### config.mk
export PLATFORM = sky130hd
export DESIGN_NAME = tt_um_serial_sub
export DESIGN_NICKNAME = d
export VERILOG_FILES = /design/src/rtl/tt_sub_pkg.sv /design/src/rtl/half_sub.sv /design/src/rtl/tt_um_serial_sub.sv
export SDC_FILE = /design/constraint.sdc
export NUM_CORES = 1
export LEC_CHECK = 0
export CORE_AREA = 5 5 54 56
export CTS_CLUSTER_DIAMETER = 40
export CTS_CLUSTER_SIZE = 20
export DETAILED_ROUTE_END_ITERATION = 8
export DIE_AREA = 0 0 59 61
export GPL_ROUTABILITY_DRIVEN = 0
export GPL_TIMING_DRIVEN = 0
export PLACE_DENSITY = 0.92
export SLEW_MARGIN = 5
export SYNTH_ARGS = -nofsm -noshare
export SYNTH_HDL_FRONTEND = slang
export SYNTH_SLANG_ARGS = --single-unit
export TNS_END_PERCENT = 1
### constraint.sdc
create_clock -name clk -period 2.15 [get_ports clk]
set_input_delay 0.215 -clock clk [delete_from_list [all_inputs] [get_ports clk]]
set_output_delay 0.215 -clock clk [all_outputs]
set_load 0.05 [all_outputs]
### src/rtl/tt_sub_pkg.sv
// Shared definitions for the bit-serial subtractor tile.
//   state_t      : operation sequencing states
//   ui_in bits   : A_BIT, B_BIT, VALID_BIT, START_BIT, LAST_BIT
//   uo_out bits  : DIFF_BIT, BORROW_BIT, OUT_VALID_BIT, DONE_BIT, COUNT_LSB (4-bit field)
package tt_sub_pkg;

  typedef enum logic [1:0] {
    IDLE,
    RUN,
    DONE
  } state_t;

  localparam int unsigned A_BIT     = 0;
  localparam int unsigned B_BIT     = 1;
  localparam int unsigned VALID_BIT = 2;
  localparam int unsigned START_BIT = 3;
  localparam int unsigned LAST_BIT  = 4;

  localparam int unsigned DIFF_BIT      = 0;
  localparam int unsigned BORROW_BIT    = 1;
  localparam int unsigned OUT_VALID_BIT = 2;
  localparam int unsigned DONE_BIT      = 3;
  localparam int unsigned COUNT_LSB     = 4;

endpackage

### src/rtl/half_sub.sv
// Half-subtractor cell: x - y.
//   x, y   : operand bits
//   diff   : x ^ y
//   borrow : ~x & y
module half_sub (
  input  logic x,
  input  logic y,
  output logic diff,
  output logic borrow
);

  assign diff   = x ^ y;
  assign borrow = ~x & y;

endmodule

### src/rtl/tt_um_serial_sub.sv
// Tiny Tapeout tile: bit-serial subtractor A - B, LSB first.
//   clk, rst_n : tile clock, asynchronous active-low reset
//   ena        : tile enable; low freezes all state
//   ui_in      : [0]=a [1]=b [2]=valid [3]=start [4]=last
//   uo_out     : [0]=diff [1]=borrow [2]=out_valid [3]=done [7:4]=accepted bit count
//   uio_in     : unused
//   uio_out    : result word while done, else 0
//   uio_oe     : 8'hFF while done, else 8'h00
module tt_um_serial_sub
  import tt_sub_pkg::*;
#(
  parameter int unsigned WIDTH = 8
) (
  input  logic       clk,
  input  logic       rst_n,
  input  logic       ena,
  input  logic [7:0] ui_in,
  output logic [7:0] uo_out,
  input  logic [7:0] uio_in,
  output logic [7:0] uio_out,
  output logic [7:0] uio_oe
);

  state_t             state_q, state_d;
  logic               borrow_q, diff_q, ov_q;
  logic [WIDTH-1:0]   result_q, result_d;
  logic [3:0]         count_q, count_d;

  logic a, b, valid, start, last;
  logic accept, bin, d, bout, finish;
  logic d1, b1, b2;
  logic [3:0] cnt_base;
  logic [7:0] result_ext;
  logic done;

  logic unused_ok;
  assign unused_ok = &{1'b0, uio_in, ui_in[7:5]};

  assign a     = ui_in[A_BIT];
  assign b     = ui_in[B_BIT];
  assign valid = ui_in[VALID_BIT];
  assign start = ui_in[START_BIT];
  assign last  = ui_in[LAST_BIT];

  // start discards any borrow carried from a previous operation
  assign bin = start ? 1'b0 : borrow_q;

  half_sub u_hs0 (.x(a),  .y(b),   .diff(d1), .borrow(b1));
  half_sub u_hs1 (.x(d1), .y(bin), .diff(d),  .borrow(b2));
  assign bout = b1 | b2;

  assign accept   = ena & valid & ((state_q == RUN) | start);
  assign cnt_base = start ? 4'd0 : count_q;
  assign finish   = last | (cnt_base == 4'(WIDTH - 1));

  always_comb begin
    state_d = state_q;
    if (accept) state_d = finish ? DONE : RUN;
  end

  always_comb begin
    result_d = start ? '0 : result_q;
    for (int unsigned i = 0; i < WIDTH; i++) begin
      if (cnt_base == 4'(i)) result_d[i] = d;
    end
    if (start)                count_d = 4'd1;
    else if (count_q == 4'hF) count_d = count_q;
    else                      count_d = count_q + 4'd1;
  end

  always_ff @(posedge clk or negedge rst_n) begin
    if (!rst_n) begin
      state_q  <= IDLE;
      borrow_q <= 1'b0;
      diff_q   <= 1'b0;
      ov_q     <= 1'b0;
      result_q <= '0;
      count_q  <= '0;
    end else begin
      state_q <= state_d;
      ov_q    <= accept;
      if (accept) begin
        diff_q   <= d;
        borrow_q <= bout;
        result_q <= result_d;
        count_q  <= count_d;
      end
    end
  end

  assign done = (state_q == DONE);

  always_comb begin
    result_ext              = '0;
    result_ext[WIDTH-1:0]   = result_q;
    uo_out                  = '0;
    uo_out[DIFF_BIT]        = diff_q;
    uo_out[BORROW_BIT]      = borrow_q;
    // gated by ena so a pulse pending when the tile is frozen never shows
    uo_out[OUT_VALID_BIT]   = ov_q & ena;
    uo_out[DONE_BIT]        = done;
    uo_out[COUNT_LSB +: 4]  = count_q;
    uio_out                 = done ? result_ext : 8'h00;
    uio_oe                  = done ? 8'hFF : 8'h00;
  end

endmodule

# Word level (Yosys, flattened, before mapping)
# Index checks and enable logic that the tools add are counted.
[op_classes]
n_bitwise = 12
n_addsub = 1
n_eq_ne = 11
muxes = 16
n_reduce_logical = 18
[ops]
columns = ["cell", "n"]
rows = [
  ["$mux W8", 3],
  ["$reduce_and A2 Y1", 9],
  ["$eq A4 B3 Y1 const B", 4],
  ["$reduce_bool A2 Y1", 8],
  ["$mux W4", 3],
  ["$mux W1", 9],
  ["$eq A4 B2 Y1 const B", 2],
  ["$and A1 B1 Y1", 5],
  ["$add A4 B1 Y4 const B", 1],
  ["$eq A4 B1 Y1 const B", 1],
  ["$eq A4 B4 Y1 const B", 1],
  ["$logic_not A4 Y1", 1],
  ["$or A1 B1 Y1", 3],
  ["$eq A2 B1 Y1 const B", 1],
  ["$eq A2 B2 Y1 const B", 1],
  ["$mux W2", 1],
  ["$ne A2 B2 Y1 const B", 1],
  ["$not A1 Y1", 2],
  ["$xor A1 B1 Y1", 2],
]
[totals]
wordCells = 71
regBits = 17
output_inout_bits = 24
input_bits = 19

# Logic depth before layout (Yosys ltp)
[depth]
ltp_word = 4
mapped_depth = 6

# Hierarchy
# A second synthesis with hierarchy kept.
[unflattened]
hier_cells = 121
area_unflattened_um2 = 1063.5
[modules_own_cells]
columns = ["mod", "n_inst", "area_per_inst_um2", "cells_per_inst", "seq_area_each_um2"]
rows = [
  ["tt_um_serial_sub", 1, 1023.5, 115, 425.4],
  ["half_sub", 2, 20.0, 3, 0.0],
]

# Least setup slack after synthesis
# No wires, ideal clock.
[synth_path]
path_type = "register to output"
startpoint = "register state_q[0]"
endpoint = "output port uio_out[0]"
required_time_ps = 1935
t_arrival_ps = 1372
stages_incl_launch_ff = 4
setup_slack_ps = 563
path_buffers = 1
path_cell_list = "dfrtp_1 > and2b_1 > clkbuf_1 > and2_1"
[synth_via]
elab_chain_len = 2
[synth_lines]
columns = ["item", "line", "rtl"]
rows = [
  ["start, declared", "tt_um_serial_sub.sv:24", "state_t state_q, state_d;"],
  ["start signal, assigned", "tt_um_serial_sub.sv:80", "state_q <= state_d;"],
  ["$eq A2 B2 Y1", "tt_um_serial_sub.sv:91", "assign done = (state_q == DONE);"],
  ["net done", "tt_um_serial_sub.sv:34", "logic done;"],
  ["$mux W8", "tt_um_serial_sub.sv:103", "uio_out = done ? result_ext : 8'h00;"],
  ["end, declared", "tt_um_serial_sub.sv:20", "output logic [7:0] uio_out,"],
]
# The timed path passes the listed nets, and every way through them passes these cells.

# Final worst setup path
[layout_path]
startpoint = "register state_q[0]"
endpoint = "output port uio_out[2]"
[layout_via]
elab_chain_len = 2
[layout_lines]
columns = ["item", "line"]
rows = [
  ["$eq A2 B2 Y1", "tt_um_serial_sub.sv:91"],
  ["$mux W8", "tt_um_serial_sub.sv:103"],
]
# No other way between the ends.

==> impl_results.md <==
* Outcome: finished, final reports clean
* M3 GR Usage at 0.0170
* Tmin final at approximately 2000 ps
* Period utilization at 0.919
* WL/cell at between 10 and 15 µm
* Largest net degree at the start of global routing at 18
* N_diodes at 0
* Synth Area in Simple Gates at 0.224
* Die W at around 59 µm
* Die area at approximately 3600 µm²
* DRT Wirelength at 2.45 mm
* WHS Path Cells at 4
* FF-to-FF Start: count_q[1]
* Syn Inst Count at 114
* Area grow syn2layout at 31.2%
* Worst Path Required at a little under 2000 ps
* CP Depth at 3
* Overflow after GRT at 0
* Crit-path slowest cell: dlygate4sd2_1
* Worst slack, placed at -94.4 ps
* Number of I/O pins at between 40 and 50
* GRT Util Overall at 0.147
* Post-synth cell types at 31
* EDFF count, synth at 0
* Layout cells sized above 1 at 0.259
* Crit path max-delay family: simple AND/OR/NAND/NOR gates
* Via count at 933
* Sum Neg Setup Slack at 0 ps
* Maximum vdd drop at 0.000861 V
* Busiest layer in global routing: met2
* Port Buffers at 30
* RSZ-0062 raised after global routing: false
* Final setup violation count at 0
* Nature of the critical path startpoint: flip-flop
* Post-synthesis mux area share at 0.0142
* Buf+Inv Stages, Crit Path at 1
* Worst-margin pin slew at ~760 ps
* Finished Cell Area at 1390 µm²
* Initial drt markers at 23
* DRC errors left at 0
* Seq/Total Area, Yosys at 0.402
* Worst R2R Setup Slack at 710 ps
* Number of global-route vias before repair at 906
* XOR/XNOR share of the synthesized area at 0
* Met2 Use GR at 0.271
* Num rows at 18
* Synth warn at 0
* Max Clk Rate at 0.506 GHz
* Adder-cell share of the synthesized area at 0.0308
* Cell Chain, Critical Path: and2b_2 > and2_1 > dlygate4sd2_1
* Filler cells at 207
* CTS Hold Bufs at 0
* Initial antenna violation count at 0
* Worst Setup Slack, final at 174 ps
* CP Max Fanout at 17
* First-pass GRT wire length at 3.91 mm
* Worst Skew at around 11 ps
* Largest family of logic cells by synthesized area: simple AND/OR/NAND/NOR gates
* Die Height at around 61 µm
* PD cells at 1170 nW/µm²
* Hold Violations, Final at 0
* Post-DP Area at 1400 µm²
* Ys async rst share at 1.00
* Met1 Use GR at 0.146
* Clk_lat worst skew at 300 ps
* Initial core utilization at 0.443
* Min Hold Slack at 300 ps
* Slew headroom at 0.490
* Slowest Stage Delay on Critical Path at 520 ps
* Synth Register Bits at 17
* Worst Hold End: result_ext[5]
* CTS max path bufs at 2
* Root Driver: clkbuf_4
* CTS H-tree lvls at 1
* Post-DP HPWL at approximately 1.9 mm
* Core ar. at between 2000 and 2500 µm²
* Critical Path End Type: output port
* TritonCTS clock tree: done
* Top_reg_cell synth: dfrtp_1
* Max-slew violations at 0
* Hold_sp: ui_in[3]
* Worst-path clk slew at 110 ps
* Final nets at 169
* Final ANT Viol Nets at 0
* Compound-cell area share of the yosys netlist at 0.205
* Num CTS Buffers at 3
* Drt pass-1 iters at 4
* Hold Path Class: primary input to flip-flop
* CP Class: flip-flop to output port
* Leak Pwr at approximately 0.65 nW
* Non-Filler Instances at 177
* Critical path arrival at between 1500 and 2000 ps
* Syn_area_per_cell at 9.27 µm²
* Num Clock Sinks at 17
* Worst R2R End: result_ext[2]
* Vias per inst at approximately 5.3
* Worst-case reg-to-reg path depth at 5
* Dpl cells at 174
* Post-Syn Nets at 135
* Max-cap check violation count at 0
* Cell Area, Synth at 1060 µm²
[cell usage after synthesis, types with 2 or more instances]
library cell | number | area [µm²]
nor3b_2 | 2 | 25.0
nor2_1 | 6 | 22.5
a31oi_1 | 3 | 18.8
buf_4 | 13 | 97.6
inv_1 | 4 | 15.0
dfrtp_1 | 17 | 425
o21ai_1 | 6 | 30.0
a21oi_1 | 7 | 35.0
nor3b_1 | 2 | 15.0
and2_1 | 10 | 62.6
o21ai_0 | 11 | 55.1
nand2_1 | 9 | 33.8
nand3_1 | 4 | 20.0
clkbuf_1 | 2 | 7.51
nor2b_4 | 2 | 27.5
[state kept, by name (all words and copies together) (netlist names)]
name and flops:
result_ext 8, count_q 4, state_q 2, borrow_q 1, diff_q 1, ov_q 1
[layout make-up]
type                    count  area [µm²]  share of cell area
multi-input cells          76         502               0.362
flip-flops and latches     17         425               0.307
repair buffers             30         268               0.193
plain buffers              15         106              0.0766
well taps                  30        37.5              0.0271
clock buffers               3        22.5              0.0162
inverters                   5        21.3              0.0153
clock inverters             1        5.00             0.00361
[routing by layer]
layer  vias up  part of all wire
li1        446                 -
met1       445              0.40
met2        33              0.50
met3         9             0.057
met4         0             0.043
met5         -                 0
[per-stage QoR]
step | util | power (W)
global route | 0.581 | 0.00169
global placement | 0.584 | 0.00145
floorplan | - | 0.00119
finish | 0.581 | 0.00162
detailed placement | 0.584 | 0.00148
CTS | 0.581 | 0.00163
[tightest hold or removal path: stages]
cell,delay [ps]
buf_4,150
nor3b_2,80
nand2_1,70
o21ai_1,50
[power by group]
part / internal, W / switching (W) / total, W / leakage, nW
Sequential: 0.000394 / 0.0000845 / 0.000478 / 0.220
Combinational: 0.000353 / 0.000612 / 0.000964 / 0.415
Clock: 0.0000695 / 0.000105 / 0.000175 / 0.0177
Total: 0.000816 / 0.000802 / 0.00162 / 0.653
[worst max path at each step]
| stage | startpoint | end |
|---|---|---|
| after floorplan | state_q[0] | uio_out[0] |
| after global placement | state_q[0] | uio_out[0] |
| after detailed placement | state_q[0] | uio_out[2] |
| after CTS | state_q[0] | uio_out[2] |
| after global routing | state_q[0] | uio_out[4] |
| final | state_q[0] | uio_out[2] |
[layout by cell type (no fill, tap or decap), drive strengths merged]
master         Yosys  routed
ha                 1       1
o21a               1       1
o21bai             2       2
clkdlybuf4s50      0      13
a21o               1       1
inv                5       5
nand2             10      10
o22ai              1       1
dlygate4sd2        0       8
mux2               1       1
o21ai             17      17
o211ai             1       1
a21oi              7       7
and2b              1       1
a31oi              3       3
clkbuf             2       4
buf               14      23
nand3              5       5
clkinv             0       1
nor3b              4       4
nor2               6       6
dfrtp             17      17
a32oi              1       1
and2              10      10
nor2b              3       3
fa                 1       1
[cells by family (layout without fill, tap and decap cells)]
kind of cell	after synthesis	in the layout
compound gates	34	34
simple gates	39	39
buf+inv	21	54
flops	17	17
mux	1	1
fa+ha+maj	2	2
[repair_timing]
item	CTS	global route
setup endpoints to repair	17	8
gates resized for setup	17	1
setup buffers	0	0
Power figures use the tool's default switching activity.
